--- config.mk ---
export PLATFORM = sky130hd
export DESIGN_NAME = pdm_sd_modulator
export DESIGN_NICKNAME = d
export VERILOG_FILES = /design/src/rtl/pdm_sd_modulator.sv
export SDC_FILE = /design/constraint.sdc
export NUM_CORES = 1
export LEC_CHECK = 0
export CORE_MARGIN = 3
export CORE_UTILIZATION = 35
export DETAILED_ROUTE_END_ITERATION = 8
export GPL_TIMING_DRIVEN = 0
export PLACE_DENSITY = 0.54
export SETUP_SLACK_MARGIN = 0.5
export SYNTH_ARGS = -nofsm -noshare
export SYNTH_HDL_FRONTEND = slang
export SYNTH_SLANG_ARGS = --single-unit
export TNS_END_PERCENT = 50
--- constraint.sdc ---
create_clock -name clk -period 5.9 [get_ports clk]
set_input_delay 1.18 -clock clk [delete_from_list [all_inputs] [get_ports clk]]
set_output_delay 1.18 -clock clk [all_outputs]
set_load 0.03 [all_outputs]
--- src/rtl/pdm_sd_modulator.sv ---
// rtl/pdm_sd_modulator.sv - second-order delta-sigma PCM to PDM modulator
//
// Purpose:
//   Turns a stream of signed DATA_W-bit PCM samples into a 1-bit PDM
//   bitstream, emitting OSR bits per sample. Two sample registers are used:
//   cur (being modulated) and nxt (one-entry buffer). If no new sample is
//   waiting when a slot ends, cur is repeated and the underrun bit is raised
//   in out_error, so the stream never stalls.
//
// Ports:
//   clk        system clock
//   reset_n    asynchronous active-low reset
//   clken      clock enable; 0 freezes every register
//   in_data    signed PCM sample
//   in_valid   sample valid
//   in_ready   sink ready (nxt buffer empty)
//   in_error   2-bit error tag travelling with the sample
//   out_data   PDM bit
//   out_valid  bitstream valid (sticky after the first sample)
//   out_ready  downstream accepts the current bit
//   out_error  tag of the sample being modulated, bit 0 set on underrun

module pdm_sd_modulator #(
  parameter int DATA_W = 16,
  parameter int OSR    = 64,
  parameter int INT_W  = DATA_W + 4
) (
  input  logic              clk,
  input  logic              reset_n,
  input  logic              clken,
  input  logic [DATA_W-1:0] in_data,
  input  logic              in_valid,
  output logic              in_ready,
  input  logic [1:0]        in_error,
  output logic              out_data,
  output logic              out_valid,
  input  logic              out_ready,
  output logic [1:0]        out_error
);

  // Sums are formed two bits wider than the integrators so that the
  // worst-case i + x - fb never wraps before the clamp.
  localparam int SUM_W = INT_W + 2;
  localparam int CNT_W = (OSR > 1) ? $clog2(OSR) : 1;

  localparam logic signed [SUM_W-1:0] FS_EXT =
    {{(SUM_W-DATA_W){1'b0}}, 1'b1, {(DATA_W-1){1'b0}}};
  localparam logic signed [SUM_W-1:0] SAT_HI =
    {3'b000, {(INT_W-1){1'b1}}};
  localparam logic signed [SUM_W-1:0] SAT_LO =
    {3'b111, {(INT_W-1){1'b0}}};
  localparam logic [CNT_W-1:0] CNT_LAST = CNT_W'(OSR - 1);

  // Sample storage
  logic [DATA_W-1:0]        cur_data;
  logic [1:0]               cur_err;
  logic                     cur_full;
  logic [DATA_W-1:0]        nxt_data;
  logic [1:0]               nxt_err;
  logic                     nxt_full;

  // Modulator state
  logic signed [INT_W-1:0]  i1;
  logic signed [INT_W-1:0]  i2;
  logic [CNT_W-1:0]         cnt;
  logic                     bit_q;
  logic [1:0]               err_q;

  // Next-state terms
  logic signed [SUM_W-1:0]  fb;
  logic signed [SUM_W-1:0]  cur_ext;
  logic signed [SUM_W-1:0]  i1_ext;
  logic signed [SUM_W-1:0]  i2_ext;
  logic signed [SUM_W-1:0]  i1_sum;
  logic signed [SUM_W-1:0]  i2_sum;
  logic signed [INT_W-1:0]  i1_next;
  logic signed [INT_W-1:0]  i2_next;
  logic signed [SUM_W-1:0]  i1_next_ext;
  logic                     bit_next;

  logic                     accept;
  logic                     advance;
  logic                     slot_end;

  function automatic logic signed [INT_W-1:0] sat(input logic signed [SUM_W-1:0] v);
    logic signed [INT_W-1:0] r;
    if (v > SAT_HI) begin
      r = {1'b0, {(INT_W-1){1'b1}}};
    end else if (v < SAT_LO) begin
      r = {1'b1, {(INT_W-1){1'b0}}};
    end else begin
      r = v[INT_W-1:0];
    end
    return r;
  endfunction

  assign in_ready  = !nxt_full;
  assign out_valid = cur_full;
  assign out_data  = bit_q;
  assign out_error = err_q;

  assign accept   = clken & in_valid & !nxt_full;
  assign advance  = clken & cur_full & out_ready;
  assign slot_end = advance & (cnt == CNT_LAST);

  // Loop filter: two cascaded saturating integrators, both fed back from
  // the previously emitted bit; the second sees the first's new value.
  always_comb begin
    fb          = bit_q ? FS_EXT : -FS_EXT;
    cur_ext     = {{(SUM_W-DATA_W){cur_data[DATA_W-1]}}, cur_data};
    i1_ext      = {{(SUM_W-INT_W){i1[INT_W-1]}}, i1};
    i2_ext      = {{(SUM_W-INT_W){i2[INT_W-1]}}, i2};
    i1_sum      = i1_ext + cur_ext - fb;
    i1_next     = sat(i1_sum);
    i1_next_ext = {{(SUM_W-INT_W){i1_next[INT_W-1]}}, i1_next};
    i2_sum      = i2_ext + i1_next_ext - fb;
    i2_next     = sat(i2_sum);
    bit_next    = !i2_next[INT_W-1];
  end

  always_ff @(posedge clk or negedge reset_n) begin
    if (!reset_n) begin
      cur_data <= '0;
      cur_err  <= '0;
      cur_full <= 1'b0;
      nxt_data <= '0;
      nxt_err  <= '0;
      nxt_full <= 1'b0;
      i1       <= '0;
      i2       <= '0;
      cnt      <= '0;
      bit_q    <= 1'b0;
      err_q    <= '0;
    end else begin
      if (advance) begin
        i1    <= i1_next;
        i2    <= i2_next;
        bit_q <= bit_next;
        cnt   <= slot_end ? '0 : cnt + CNT_W'(1);
      end

      // A slot end implies cur is full; when nxt is full, in_ready is low,
      // so an accept can only coincide with a slot end through the bypass.
      if (slot_end) begin
        if (nxt_full) begin
          cur_data <= nxt_data;
          cur_err  <= nxt_err;
          nxt_full <= 1'b0;
          err_q    <= nxt_err;
        end else if (accept) begin
          cur_data <= in_data;
          cur_err  <= in_error;
          err_q    <= in_error;
        end else begin
          err_q    <= cur_err | 2'b01;
        end
      end else if (accept) begin
        if (!cur_full) begin
          cur_data <= in_data;
          cur_err  <= in_error;
          cur_full <= 1'b1;
          err_q    <= in_error;
        end else begin
          nxt_data <= in_data;
          nxt_err  <= in_error;
          nxt_full <= 1'b1;
        end
      end
    end
  end

endmodule

==> impl_results.md, run 1 <==
- Crit Path Category: reg -> reg
- CTS H-tree lvls: 3
- Post-route ant nets: 0
- Largest net degree at the start of global routing: 63
- CTS Root Cell: clkbuf_16
- EDFF count, synth: 0
- CP startpoint: out_data$_DFFE_PN0P_
- Initial DRT Pass Iterations: 5
- Total track usage: 0.171
- Share of layout cells above drive strength 1: 0.264
- Die Ht: 147 um
- Measured slew at the worst slew-check pin: about 0.74 ns
- Initial antenna violation count: 0
- Setup slack after layout: -0.128 ns
- Top cells by area, synth: dfrtp_1, ha_1, inv_1, a21oi_1, o21ai_0
- Sink Count: 86
- CP max FO: 7
- Initial core utilization: 0.364
- Reg2reg setup slack: -0.13 ns
- CTS tree: yes
- Width of the die: 147 um
- Clock Skews: about 0.0085 ns
- Clock transition at path regs: around 0.07 ns
- Top cell type's share of synthesized area: 0.310
- Worst R2R Start: out_data$_DFFE_PN0P_
- N_diodes: 0
- WL/cell: between 15 and 20 um
- CTS Buf Count: 9
- Flops & latches, synth: 86
- Final HPWL DP: around 13,000 um
- RSZ-0062 raised after global routing: yes
- Worst r2r dst: i2[11]$_DFFE_PN0P_
- P&R area growth vs syn: 33.1%
- Synth top cells by count: inv_1, dfrtp_1, a21oi_1
- Cell Area, Synth: approximately 6900 sq um
- Fill cells: roughly 1,800
- Port bufs: 27
- Slew Viols, Final: 0
- Multi-input logic area: 4910 sq um
- GR Overflow Total: 0
- Crit path time final: 6.03 ns
- F_max: between 150 and 200 MHz
- CP required: about 6 ns
- Routed WL: between 15,000 and 20,000 um
- Max cap viols: 0
- Synth warn: 0
- Worst relative slew slack: 0.509
- Gp weighted congestion: between 0.8 and 0.9
- Seq/Total Area, Yosys: 0.310
- DRT iter0 DRCs: just over 300
- Register area: approximately 2200 sq um
- Core Area: around 19,000 sq um
- CP arrival: 6.23 ns
- Most common cell in the synthesized netlist: inv_1
- Fin crit share: 1.02
- Die area: ~22,000 sq um
- First-pass GRT wire length: between 20,000 and 30,000 um
- Post-synthesis cell count: ~800
- Startpoint type of the worst setup path: flop
- HP Start: i1[12]$_DFFE_PN0P_
- Later-pin clock latency in the skew report: ~0.36 ns
- Placement Rows: 50
- Crit path capture type: flop
- Worst min path class: reg -> reg
- Area leader, netlist: dfrtp_1
- Worst setup path end: i2[11]$_DFFE_PN0P_
- Ports: 28
- Fraction of registers with async set/reset: 1.00
- Vias: around 5,900
- Netlist cell types: 79
- DRC: 0
- Nets@finish: roughly 1,000
- Final hold violation count: 0
- Finish-stage setup viols: 19
- Violated checks: negative setup slack
- Layout Utilization: 0.484
- Worst reg-to-reg path cell count: 27
- Ys flop type: dfrtp_1
- Outcome: finished, violations left
- Vias in the first global route: around 5,800
- Vias per inst: 5.05
- Avg Cell Area, Syn: between 8 and 9 sq um
- Syn nets: 907
- CTS Buffer Depth: 2
[repair_timing]
action / in CTS / in global routing
gates cloned: 2 / 1
pin swaps: 52 / 43
setup endpoints to repair: 21 / 21
hold buffers: 0 / 0
gates resized for setup: 89 / 54
buffers inserted: 38 / 18
[how the worst min path moves through the flow]
stage | endpoint | slack (ns) | cells past startpoint
after detailed placement | i1[12]$_DFFE_PN0P_ | 0.47 | 2
after global routing | nxt_data[13]$_DFFE_PN0P_ | 0.52 | 1
after CTS | i1[12]$_DFFE_PN0P_ | 0.49 | 2
after global placement | i1[4]$_DFFE_PN0P_ | 0.47 | 2
after floorplan | cnt[4]$_DFFE_PN0P_ | 0.45 | 1
final | i1[12]$_DFFE_PN0P_ | 0.48 | 2
[per-layer routing]
| metal | vias up | track usage | routed length (um) |
|---|---|---|---|
| li1 | 3005 | - | - |
| met1 | 2809 | 0.248 | 9260 |
| met2 | 66 | 0.266 | 8410 |
| met3 | 19 | 0.0191 | 418 |
| met4 | 0 | 0.0588 | 314 |
| met5 | - | 0 | 0 |
[critical path, stage by stage (launching register included)]
cell,delay [ns]
dfrtp_4,0.52
buf_4,0.18
fa_1,0.54
ha_1,0.42
inv_1,0.13
nor3_1,0.08
and2_1,0.17
a31o_2,0.26
or4_4,0.54
nand2_8,0.15
buf_6,0.12
a31oi_4,0.10
ha_1,0.29
inv_1,0.06
ha_4,0.26
and3_4,0.18
buf_6,0.13
buf_4,0.13
a21o_1,0.17
a21oi_1,0.16
o21bai_1,0.11
a211oi_2,0.23
inv_1,0.12
o21bai_4,0.19
nand3_4,0.14
a21oi_4,0.27
buf_6,0.18
a22oi_1,0.07
[metrics by stage]
| stage | hold slack [ns] | setup WS, ns | instances | cell area [sq um] | setup TNS, ns |
|---|---|---|---|---|---|
| after global placement | 0.466 | -0.768 | 1091 | 7710 | -14.37 |
| after CTS | 0.487 | -0.0105 | 1148 | 8780 | -0.0756 |
| after detailed placement | 0.471 | -0.867 | 1092 | 7740 | -15.91 |
| after global routing | 0.516 | -0.344 | 1167 | 9240 | -6.49 |
| final | 0.484 | -0.128 | 1167 | 9240 | -1.93 |
| after floorplan | 0.446 | 0.290 | 804 | 7120 | 0 |
[placed cells by master, fill, tap and decap left out, types with 12 or more instances in the layout]
master           count
clkbuf_16           12
clkbuf_1            14
a21oi_2             19
ha_1                50
o21ai_2             15
dfrtp_1             84
a21oi_1             52
nand3_1             15
xnor2_1             18
ha_4                19
buf_4               50
o21ai_0             29
mux2i_1             19
nor2_1              52
nand2_1             49
a21o_1              25
inv_1              113
mux2_2              20
clkdlybuf4s50_1     26
[cell type report]
type                       count  share of cell area
timing repair buffer          87              0.0883
clock inverter                 7              0.0111
inverter                     121              0.0500
multi-input combinational    567               0.532
buffer                        30              0.0260
sequential                    86               0.233
clock buffer                   9              0.0244
tap                          260              0.0352
[flip-flops by register name, summed over array words and instances, names as in the netlist, 2 cells and up]
| signal | flops |
|---|---|
| cnt | 6 |
| cur_data | 16 |
| i1 | 20 |
| i2 | 20 |
| nxt_data | 16 |
| nxt_err | 2 |
| out_error | 2 |
[kinds of logic after synthesis]
| group | after synthesis | share of synthesized area |
|---|---|---|
| buf+inv | 151 | 0.0862 |
| simple gates | 180 | 0.128 |
| mux | 39 | 0.0599 |
| xor+xnor | 28 | 0.0353 |
| flops | 86 | 0.310 |
| fa+ha+maj | 80 | 0.153 |
| compound gates | 240 | 0.228 |
Power of run 1 is not shown: default switching activity piles up to over one toggle a cycle in this logic, so the estimate is an artifact.
==> run 2, diff against run 1 <==
--- a/config.mk
+++ b/config.mk
@@ -5,6 +5,7 @@
 export SDC_FILE = /design/constraint.sdc
 export NUM_CORES = 1
 export LEC_CHECK = 0
+export ABC_CLOCK_PERIOD_IN_PS = 5900
 export CORE_MARGIN = 3
 export CORE_UTILIZATION = 35
 export DETAILED_ROUTE_END_ITERATION = 8
==> results of run 2 <==
The final DEF is identical to that of run 1; final timing and power are the same.
Power of run 2 is left out for the same reason.
==> run 3, diff against run 2 <==
--- a/config.mk
+++ b/config.mk
@@ -10,8 +10,10 @@
 export CORE_UTILIZATION = 35
 export DETAILED_ROUTE_END_ITERATION = 8
 export GPL_TIMING_DRIVEN = 0
+export MAX_ROUTING_LAYER = met4
 export PLACE_DENSITY = 0.54
 export SETUP_SLACK_MARGIN = 0.5
+export SLEW_MARGIN = 20
 export SYNTH_ARGS = -nofsm -noshare
 export SYNTH_HDL_FRONTEND = slang
 export SYNTH_SLANG_ARGS = --single-unit
==> run 3 against run 2 <==
  * The run still ends with negative setup slack left
  * Worst hold slack worse by 0.0035 ns
  * Cell area up 0.33%
  * Final cell count up 0.34%
  * Die area unchanged
  * Sequential share of layout area down 0.076 points
  * Clock skew about the same
  * Maximum frequency down 0.74%
==> impl_results.md, run 3 (same netlist as run 1, synthesis figures left out) <==
- Worst Hold Path EP: i1[12]$_DFFE_PN0P_
- Layout Utilization: 0.486 (+0.00157)
- HP Start: i1[12]$_DFFE_PN0P_
- Share of layout cells above drive strength 1: 0.272 (+0.00872)
- DP Area: 7740 sq um (about the same)
- Initial antenna violation count: 0 (unchanged)
- CP max stage delay: 0.55 ns (about the same)
- Vias per inst: 5.08 (+0.57%)
- F_max: 165 MHz (-0.74%)
- CP required: 6.17 ns (+0.07 ns)
- WL/cell: 15.9 um (+0.64%)
- DRT iter0 DRCs: 379 (+25%)
- Vias in the first global route: 5,834 (+0.99%)
- Width of the die: 147 um (unchanged)
- Worst min path class: reg -> reg
- DRC: 0 (unchanged)
- Worst R2R Start: cur_data[15]$_DFFE_PN0P_
- CTS H-tree lvls: 3 (unchanged)
- Most frequent cells in the layout: inv_1, dfrtp_1, buf_4
- CTS tree: yes
- Violated checks: negative setup slack
- Core Area: 19,100 sq um (unchanged)
- Vias: 5,953 (+0.92%)
- Largest net degree at the start of global routing: 63 (unchanged)
- Crit path time final: 6.07 ns (+0.0447 ns)
- Worst relative slew slack: 0.472 (-0.0372)
- Clock transition at path regs: 0.07 ns (about the same)
- Fin crit share: 1.03 (+0.00758)
- Routed WL: 18,600 um (+0.98%)
- First-pass GRT wire length: 30,400 um (+1.6%)
- Startpoint type of the worst setup path: flop
- Largest registers: i1 (20), i2 (20)
- Place WS: -0.856 ns (+0.0115 ns)
- Commonest non-fill, non-tap cell in the layout: inv_1
- Final HPWL DP: 12,900 um (+0.19%)
- Setup slack after layout: -0.173 ns (-0.0447 ns)
- Initial DRT Pass Iterations: 4 (-1)
- Cts-stage hold buffer count: 0 (unchanged)
- Total track usage: 0.179 (+0.00788)
- CTS Root Cell: clkbuf_16
- CTS Buf Count: 9 (unchanged)
- Die Ht: 147 um (unchanged)
- Gp weighted congestion: 0.829 (+1.5%)
- Sink Count: 86 (unchanged)
- CP arrival: 6.34 ns (+0.11 ns)
- Worst reg-to-reg path cell count: 31 (+15%)
- CP max-delay cell: fa_2
- Fill cells: 1,856 (+1.9%)
- Nets@finish: 1,009 (+0.40%)
- RSZ-0062 raised after global routing: yes
- Slew Viols, Final: 0 (unchanged)
- Post-route ant nets: 0 (unchanged)
- Worst Hold Depth: 2 (unchanged)
- Final hold violation count: 0 (unchanged)
- Post-route cell area: 9270 sq um (+0.33%)
- CP max FO: 6 (-1)
- Port bufs: 27 (unchanged)
- Hold WS: 0.481 ns (-0.00347 ns)
- Max cap viols: 0 (unchanged)
- Finish-stage setup viols: 20 (+1)
- Ports: 28 (unchanged)
- Later-pin clock latency in the skew report: 0.36 ns (about the same)
- Reg2reg setup slack: -0.17 ns (-0.04 ns)
- Outcome: finished, violations left
- Clock Skews: 0.00835 ns (-0.000111 ns)
- Placement Rows: 50 (unchanged)
- GR Overflow Total: 0 (unchanged)
- Die area: 21,600 sq um (unchanged)
- Measured slew at the worst slew-check pin: 0.792 ns (+0.0559 ns)
- Crit Path Category: reg -> reg
- Crit path capture type: flop
- N_diodes: 0 (unchanged)
- P&R area growth vs syn: 33.6%
- Worst r2r dst: i2[13]$_DFFE_PN0P_
- CTS Buffer Depth: 2 (unchanged)
- Initial core utilization: 0.364 (unchanged)
-- run 3: cell types whose count changed in the layout (fill, tap and decap cells not counted), sizes merged --
cell    before  now
clkbuf      30   29
buf         70   75
-- run 3: per-layer routing --
| metal | vias to the layer above | wire (um) | track usage |
|---|---|---|---|
| met2 | 85 | 8380 | 0.268 |
| met5 | - | 0 | - |
| met1 | 2846 | 9370 | 0.254 |
| li1 | 3009 | - | - |
| met3 | 13 | 548 | 0.0241 |
| met4 | 0 | 282 | 0.0489 |
-- run 3: how the worst max path moves through the flow --
stage | from | to | slack (ns)
final | cur_data[15]$_DFFE_PN0P_ | i2[13]$_DFFE_PN0P_ | -0.17
after global routing | cur_data[15]$_DFFE_PN0P_ | i2[13]$_DFFE_PN0P_ | -0.39
after global placement | cur_data[15]$_DFFE_PN0P_ | i2[8]$_DFFE_PN0P_ | -0.77
after CTS | cur_data[15]$_DFFE_PN0P_ | i2[5]$_DFFE_PN0P_ | -0.02
after detailed placement | cur_data[15]$_DFFE_PN0P_ | i2[8]$_DFFE_PN0P_ | -0.86
after floorplan | out_data$_DFFE_PN0P_ | i2[8]$_DFFE_PN0P_ | 0.29
-- run 3: repair_timing --
action / in CTS / in global routing
pin swaps: 56 / 42
gates cloned: 2 / 0
setup endpoints to repair: 21 / 21
resized for setup: 112 / 37
setup buffers: 46 / 15
-- run 3: critical path, delay by kind of cell, from the launching register on --
family	cells	cell delay, ns
compound gates	9	1.45
flops	1	0.47
simple gates	9	1.50
fa+ha+maj	4	1.33
xor+xnor	1	0.13
buf+inv	8	1.07
-- run 3: metrics by stage --
stage          cells  setup TNS (ns)
3_5_place_dp    1092          -15.82
3_3_place_gp    1091          -14.37
2_1_floorplan    804               0
4_1_cts         1156          -0.123
6_report        1171           -2.75
5_1_grt         1171           -7.22
-- run 3: layout make-up --
class / count / area [sq um] / share of cell area
Buffer: 30 / 239 / 0.0258
Clock buffer: 9 / 225 / 0.0243
Clock inverter: 7 / 103 / 0.0111
Inverter: 121 / 457 / 0.0493
Multi-Input combinational cell: 567 / 4930 / 0.532
Sequential cell: 86 / 2160 / 0.233
Tap cell: 260 / 325 / 0.0351
Timing Repair Buffer: 91 / 832 / 0.0898
Power of run 3 is left out for the same reason.
==> variant (config.mk and constraints of run 3) <==
Change the parameter `DATA_W` from 16 to 20.
--- a/src/rtl/pdm_sd_modulator.sv
+++ b/src/rtl/pdm_sd_modulator.sv
@@ -23,3 +23,3 @@
 module pdm_sd_modulator #(
-  parameter int DATA_W = 16,
+  parameter int DATA_W = 20,
   parameter int OSR    = 64,
Ports: changed (resized in_data); port bits go from 28 to 32. No check against the original RTL was run, so the function may have changed too.
==> variant against run 3 <==
The flow still finishes with violations (setup timing); routed wire length up 6.7%; count of clock-buffer cells in the layout up 1; critical path depth shrank 2; first-iteration DRC count decreased by 17%; die area increased by 16%; setup slack got worse by 0.26 ns; sequential cell count rose by 16; final area is 8.2% higher; synthesized area rose by 17%; final cell count increased by 9.7%.
Power is not shown: default switching activity piles up to over one toggle a cycle in this logic, so the estimate is an artifact.
==> variant: results (changes against run 3) <==
Wire length per cell after detailed routing = 15.43 um (-2.8%)
Gpl congestion = 0.8355 (+0.83%)
Top cells by area, synth = dfrtp_1 32%, ha_1 14%, inv_1 6.8%
Synth Area in Compound Gates = 21.17% (-1.6 points)
Adder-cell share of the synthesized area = 15.58% (+0.29 points)
Synth Area in XOR/XNOR = 5.087% (+1.6 points)
Pre-CTS worst setup slack = -0.9558 ns (-0.1003 ns)
Drt first pass iters = 5 (+1)
WP data arrival = 6.55 ns (+0.21 ns)
Clock transition at the registers of the reported paths = 0.08 ns
Placed Area = 8909 um^2 (+15%)
Clock Skew = 0.009000 ns (+0.0006466 ns)
Status = finished with violations
Global-route wire length before repair = 33.14 mm (+8.9%)
Slowest stage delay, CP = 0.52 ns (-0.03 ns)
Hpwl dp = 14.94 mm (+16%)
Global router's overall resource usage = 17.00% (-0.90 points)
Slowest cell on crit path = fa_1
Max_slew headroom = 39.88% (-7.3 points)
Failing checks = setup timing
Post-route setup slack = -0.4329 ns (-0.2597 ns)
DR iter-0 viols = 316 (-17%)
IO Port Bufs = 31 (+15%)
Vias in the first global route = 6475 (+11%)
Distinct cells, synth = 71 (-10%)
Commonest cells in the netlist = 147 x inv_1, 102 x dfrtp_1, 90 x nand2_1
GRT met1 Usage = 23.64% (-1.8 points)
Nets@finish = 1118 (+11%)
Crit path max fanout = 7 (+1)
Met3 Use GR = 2.132% (-0.27 points)
Mux contribution to synthesized area = 6.339% (+0.35 points)
Largest regs = i1: 24 flops, i2: 24 flops
Top FF cell, synth = dfrtp_1
Post-synth net total = 1041 (+15%)
Register area share after synthesis = 31.54% (+0.53 points)
Fraction of layout cells with a size suffix above 1 = 18.80% (-8.4 points)
Setup TNS = -9.053 ns (-6.298 ns)
Largest net degree at the start of global routing = 64 (+1.6%)
Setup violations, final = 23 (+15%)
Vias per cell = 5.089 (+0.11%)
GR met2 Demand/Resource = 27.11% (+0.26 points)
==> variant: cell count changes after synthesis, sizes merged, moves of 10 or more <==
cell	change
o21ai	+10
inv	+26
a21oi	-15
xor2	+10
o221ai	+16
nor2	-21
ha	+16
nand2	+37
a22oi	-10
dfrtp	+16
==> variant: timing repair <==
action,4_1_cts,5_1_grt
setup endpoints to repair,25,25
cloned,2,2
hold endpoints to repair,0,0
pin swaps,26,34
setup buffers,19,11
resized for setup,56,46
==> variant: cell type report <==
| class | instances | area [um^2] |
|---|---|---|
| buffer | 36 | 284.0 |
| clock buffer | 10 | 239.0 |
| clock inverter | 6 | 55.05 |
| fill | 2281 | 12680 |
| inverter | 147 | 554.3 |
| multi-input combinational | 633 | 5310 |
| sequential | 102 | 2557 |
| tap | 285 | 356.6 |
| timing repair buffer | 66 | 676.9 |
==> variant: critical path, delay by kind of cell (launching register included) <==
kind | cells | cell delay [ns]
muxes | 1 | 0.13
DFF | 1 | 0.46
adders and majority gates | 4 | 1.31
AOI/OAI and AO/OA | 10 | 1.83
and+or+nand+nor | 6 | 1.48
buffers and inverters | 7 | 0.81
xor gates and xnor gates | 1 | 0.15
==> variant: kinds of logic (layout without fill, tap and decap cells) <==
| logic type | Yosys count | in the layout |
|---|---|---|
| and+or+nand+nor | 198 | 198 |
| muxes | 48 | 48 |
| AOI/OAI and AO/OA | 244 | 244 |
| adders and majority gates | 96 | 96 |
| xor gates and xnor gates | 47 | 47 |
| DFF | 102 | 102 |
| buffers and inverters | 183 | 265 |
==> variant: path summary, 6_finish.rpt <==
path                            depth (start not counted)            to         from  slack, ns
max in group asynchronous                               2  cur_data[19]      reset_n       4.50
min in group asynchronous                               1         i2[8]      reset_n       0.72
worst min-delay path                                    2   cur_data[3]  cur_data[3]       0.48
worst max-delay path                                   29         i2[7]     out_data      -0.43
worst max register to register                         29         i2[7]     out_data      -0.43
worst min register to register                          2   cur_data[3]  cur_data[3]       0.48
==> variant: per-layer routing <==
metal | vias to the layer above | wire [um]
li1 | 3337 | -
met1 | 3133 | 10100
met2 | 59 | 9188
met3 | 11 | 379
met4 | 0 | 152
met5 | - | 0
==> variant: stage by stage <==
stage / util (%) / instances
after floorplan: - / 918
after global placement: 39.10 / 1234
after detailed placement: 39.23 / 1235
final: 44.18 / 1285
after CTS: 42.67 / 1272
after global routing: 44.18 / 1285
